<file path="config.mk">
export PLATFORM = sky130hd
export DESIGN_NAME = clk_count_hr_cfg
export DESIGN_NICKNAME = d
export VERILOG_FILES = /design/src/rtl/clk_count_hr_cfg.sv
export SDC_FILE = /design/constraint.sdc
export NUM_CORES = 1
export LEC_CHECK = 0
export BUFFER_PORTS_ARGS = -buffer_cell sky130_fd_sc_hd__buf_4
export CORE_MARGIN = 2
export CORE_UTILIZATION = 35
export DETAILED_ROUTE_END_ITERATION = 7
export GPL_TIMING_DRIVEN = 0
export PLACE_DENSITY = 0.63
export SYNTH_ARGS = -nofsm -noshare
export SYNTH_HDL_FRONTEND = slang
export SYNTH_SLANG_ARGS = --single-unit
</file>
<file path="constraint.sdc">
create_clock -name CLK -period 4 [get_ports CLK]
set_clock_uncertainty 0.15 [all_clocks]
set_input_delay 0.8 -clock CLK [delete_from_list [all_inputs] [get_ports CLK]]
set_output_delay 0.8 -clock CLK [all_outputs]
set_load 0.05 [all_outputs]
</file>
<file path="src/rtl/clk_count_hr_cfg.sv">
// clk_count_hr_cfg: 0..23 hour counter with 12/24-hour display mapping,
// an AM/PM flag and day carry/borrow pulses.
// Supports increment, decrement, preset load and a synchronous clear.
// Optional build macro HR_BCD_EN: hr is presented as two BCD digits
// (units in hr[3:0], tens in hr[5:4]) instead of plain binary.
// WIDTH must be in 6..16; bits above the display value are always zero.
module clk_count_hr_cfg #(
    parameter int WIDTH         = 8,
    parameter bit TWELVE_AT_TOP = 1'b0
) (
    input  logic             CLK,
    input  logic             rst,
    input  logic             rst_counters,
    input  logic             count_up_hr,
    input  logic             count_dn_hr,
    input  logic             load,
    input  logic [4:0]       load_val,
    input  logic             mode_24,
    output logic [WIDTH-1:0] hr,
    output logic             pm,
    output logic             carry_day,
    output logic             borrow_day,
    output logic             load_err
);

    localparam logic [4:0] HR_MAX = 5'd23;
    localparam logic [4:0] HR_NOON = 5'd12;

    logic [4:0]       hr24_q, hr24_d;
    logic [WIDTH-1:0] hr_q, hr_d;
    logic             pm_q, pm_d;
    logic             carry_q, carry_d;
    logic             borrow_q, borrow_d;
    logic             lerr_q, lerr_d;

    // Map a 0..23 hour onto the display value for the selected mode and
    // encoding.
    function automatic logic [WIDTH-1:0] disp(input logic [4:0] h24,
                                              input logic       m24);
        logic [WIDTH-1:0] r;
        logic [4:0]       v;
        logic [4:0]       u5;
        logic [1:0]       t;
        r  = '0;
        v  = h24;
        u5 = '0;
        t  = '0;
        if (!m24) begin
            v = (h24 >= HR_NOON) ? h24 - HR_NOON : h24;
            if (TWELVE_AT_TOP && (v == 5'd0))
                v = HR_NOON;
        end
`ifdef HR_BCD_EN
        if (v >= 5'd20) begin
            t  = 2'd2;
            u5 = v - 5'd20;
        end else if (v >= 5'd10) begin
            t  = 2'd1;
            u5 = v - 5'd10;
        end else begin
            t  = 2'd0;
            u5 = v;
        end
        r[3:0] = u5[3:0];
        r[5:4] = t;
`else
        r[4:0] = v;
`endif
        return r;
    endfunction

    // Next hour by priority: clear, load, up+down cancel, up, down, hold.
    // Display and pm are derived from the next hour so all outputs are
    // registered yet reflect the edge that changed them.
    always_comb begin
        hr24_d   = hr24_q;
        carry_d  = 1'b0;
        borrow_d = 1'b0;
        lerr_d   = 1'b0;
        if (rst_counters) begin
            hr24_d = 5'd0;
        end else if (load) begin
            if (load_val <= HR_MAX)
                hr24_d = load_val;
            else
                lerr_d = 1'b1;
        end else if (count_up_hr && count_dn_hr) begin
            hr24_d = hr24_q;
        end else if (count_up_hr) begin
            if (hr24_q == HR_MAX) begin
                hr24_d  = 5'd0;
                carry_d = 1'b1;
            end else begin
                hr24_d = hr24_q + 5'd1;
            end
        end else if (count_dn_hr) begin
            if (hr24_q == 5'd0) begin
                hr24_d   = HR_MAX;
                borrow_d = 1'b1;
            end else begin
                hr24_d = hr24_q - 5'd1;
            end
        end
        hr_d = disp(hr24_d, mode_24);
        pm_d = (hr24_d >= HR_NOON);
    end

    // State and output registers. mode_24 is a quasi-static setting, so the
    // reset display value (12 in 12-hour top-of-dial style) follows it.
    always_ff @(posedge CLK or posedge rst) begin
        if (rst) begin
            hr24_q   <= 5'd0;
            hr_q     <= disp(5'd0, mode_24);
            pm_q     <= 1'b0;
            carry_q  <= 1'b0;
            borrow_q <= 1'b0;
            lerr_q   <= 1'b0;
        end else begin
            hr24_q   <= hr24_d;
            hr_q     <= hr_d;
            pm_q     <= pm_d;
            carry_q  <= carry_d;
            borrow_q <= borrow_d;
            lerr_q   <= lerr_d;
        end
    end

    assign hr         = hr_q;
    assign pm         = pm_q;
    assign carry_day  = carry_q;
    assign borrow_day = borrow_q;
    assign load_err   = lerr_q;

endmodule

</file>
==> run summary <==
max_slew headroom -> 63.93%
Clk Latency, worst-skew pair -> 0.26 ns
# diodes -> 0
Reg area -> 300.3 µm²
worst-path fanout max -> 10
startpoint types -> primary input
cts hold-fix bufs -> 0
Die Wd -> 54.84 µm
DR iter-0 viols -> 19
Routed wire per std cell -> 12.72 µm
ratio of cells with drive above 1 in the final layout -> 30.16%
leakage -> 0.5547 nW
fill count -> 256
residual DRC count -> 0
Clock Tree Root -> clkbuf_4
CP Depth -> 12
sequential share of the synthesized area -> 33.20%
post-placement cell area -> 0.001100 mm²
CP endpoint kind -> register
Async S/R FF share, synth -> 100.0%
Peak VDD IR -> 170.6 µV
die area -> 0.003007 mm²
Synth area leaders -> dfrtp_1 33%, buf_4 5.0%, ha_1 4.1%
most used cell, CP -> o211ai_1
CTS tree -> done
vias in the first global route -> 706
via count -> 806
post-CTS sizing -> 0
ys flop type -> dfrtp_1
DP HPWL -> 1548 µm
Slowest-stage cell, CP -> or3b_2
count of different cell masters after synthesis -> 43
outcome -> completed
CTS H-tree depth -> 1
die height -> 54.84 µm
RSZ-0062 raised after global routing -> false
WS Path Type -> primary input to register
Final min period -> 3.449 ns
Critical Path RT -> 4.03 ns
Post-Route WL -> 1985 µm
Yosys top cell area share -> 33.20%
DR vias/cell -> 5.167
Design Area, Final -> 0.001136 mm²
Post-Synthesis Cells -> 100
total I/O pin count -> 24
crit path DAT -> 3.48 ns
final period utilization -> 86.23%
Largest delay share family, worst path -> simple AND/OR/NAND/NOR gates
largest net degree at the start of global routing -> 13
final core occ -> 46.28%
port bufs -> 20
Maximum Capacitance Violations -> 0
setup repair bufs after CTS -> 0
starting density of the core -> 36.85%
Power Dens Cells -> 313.8 mW/mm²
Setup TNS -> 0 ns
grt ovf -> 0
Least-Margin Pin Slew -> 0.5340 ns
drt pass-1 iters -> 4
top achievable clock speed -> 289.9 MHz
CTS Buf Count -> 3
Synth warnings -> 0
Yosys top cell by area -> dfrtp_1
Crit path largest cell delay -> 0.47 ns
# setup viols final -> 0
Final Hold Viols -> 0
initial antenna violation count -> 0
final weighted congestion in routability-driven placement -> 0.7755
hold_ws -> 0.3709 ns
Synth top cells by count -> 12 x dfrtp_1, 8 x inv_1, 6 x buf_4
Cell Rows -> 18
Area growth syn-to-layout -> 25.59%
area used by multi-input combinational logic -> 516.7 µm²
# nets final -> 142
Synth Cell Area -> 904.6 µm²
total core area -> 0.002455 mm²
clk sinks -> 12
Power Total -> 0.0003565 W
Avg Inst Size Synth -> 9.046 µm²
Seq cells post-synth -> 12
Post-synth EDFFs -> 0
post-route ant nets -> 0
CP bufs+invs -> 2
Worst Hold Class -> primary input to asynchronous set/reset pin
Clk pin slew, worst setup/hold paths -> 0.07 ns
Final Max Tran Viols -> 0
critical path cell sequence -> buf_4 > buf_2 > or3b_2 > o311a_2 > o211ai_1 > and2_1 > nor2_1 > ha_1 > o2111ai_1 > a2bb2oi_2 > or4b_1 > o211ai_1
most common cell in the netlist -> dfrtp_1
FF-to-FF path depth -> 11
Max clock buf depth -> 2
GRT Util Overall -> 14.86%
first-pass GRT wire length -> 3194 µm
stage by stage:
stage,worst slack [ns],std cells
CTS,0.5583,156
detailed placement,0.2768,152
floorplan,0.6555,102
global route,0.4095,156
global placement,0.3351,152
finish,0.5509,156
cells by family (layout without fill, tap and decap cells):
group / after synthesis / in the layout / synth area share (%)
AND/OR/NAND/NOR: 35 / 35 / 23.38
AO/OA/AOI/OAI: 26 / 26 / 24.07
multiplexers: 3 / 3 / 3.320
other: 1 / 3 / 0.4145
XOR/XNOR: 1 / 1 / 0.9684
buffers and inverters: 19 / 43 / 10.51
flip-flops: 12 / 12 / 33.20
adder cells (fa/ha/maj): 3 / 3 / 4.150
layout make-up:
cell class / instances / share of cell area, %
tap: 30 / 3.304
sequential: 12 / 26.43
inverter: 9 / 2.974
clock buffer: 4 / 3.194
timing repair buffer: 20 / 13.22
multi-input combinational: 71 / 45.48
buffer: 10 / 5.396
worst register-to-register path, cell delays in order, from the launching register on:
cell and delay, ns:
dfrtp_1 0.36, clkbuf_1 0.20, or3b_2 0.52, o311a_2 0.33, o211ai_1 0.23, and2_1 0.22, nor2_1 0.07, ha_1 0.20
o2111ai_1 0.09, a2bb2oi_2 0.22, or4b_1 0.46, o211ai_1 0.11
cells in the final DEF, fill, tap and decap left out, types with 2 or more instances in the layout:
cell type,instances
nand2_1,5
nand3_1,2
inv_1,8
o2111ai_1,3
nor4b_1,2
o21ai_0,4
nand2b_1,5
buf_4,26
conb_1,3
nand4_1,4
clkbuf_1,3
and2_1,2
mux2i_1,3
ha_1,3
o211ai_1,3
a21oi_1,4
dfrtp_1,12
clkbuf_4,3
nor2_1,5
registers in the layout (all words and copies together), names as in the netlist:
signal	count
hr24_q	5
hr	3
borrow_day	1
carry_day	1
load_err	1
pm	1
metal layers:
layer | global-route usage, % | share of wire [%] | wire length [µm] | vias to the layer above
li1 | - | - | - | 411
met1 | 22.24 | 49 | 975 | 376
met2 | 23.02 | 48 | 954 | 19
met3 | 1.639 | 2.8 | 55 | 0
met4 | 2.500 | 0 | 0 | 0
met5 | 0 | 0 | 0 | -
path summary, 6_finish.rpt:
check	startpoint	endpoint	slack [ns]
worst min-delay path	rst	load_err	0.37
worst max-delay path	count_dn_hr	hr[3]	0.55
max in group asynchronous	rst	hr24_q[3]	3.04
min in group CLK	hr24_q[4]	carry_day	0.58
worst min register to register	hr24_q[4]	carry_day	0.58
worst max register to register	hr24_q[2]	hr[3]	0.75
power by group:
group	internal, W	switching (W)	total [W]
logic	0.0000489	0.0000760	0.000125
registers	0.000130	0.00000844	0.000138
clock network	0.0000552	0.0000382	0.0000935
total	0.000234	0.000123	0.000357
No activity file was read; power rests on OpenSTA's default activity.
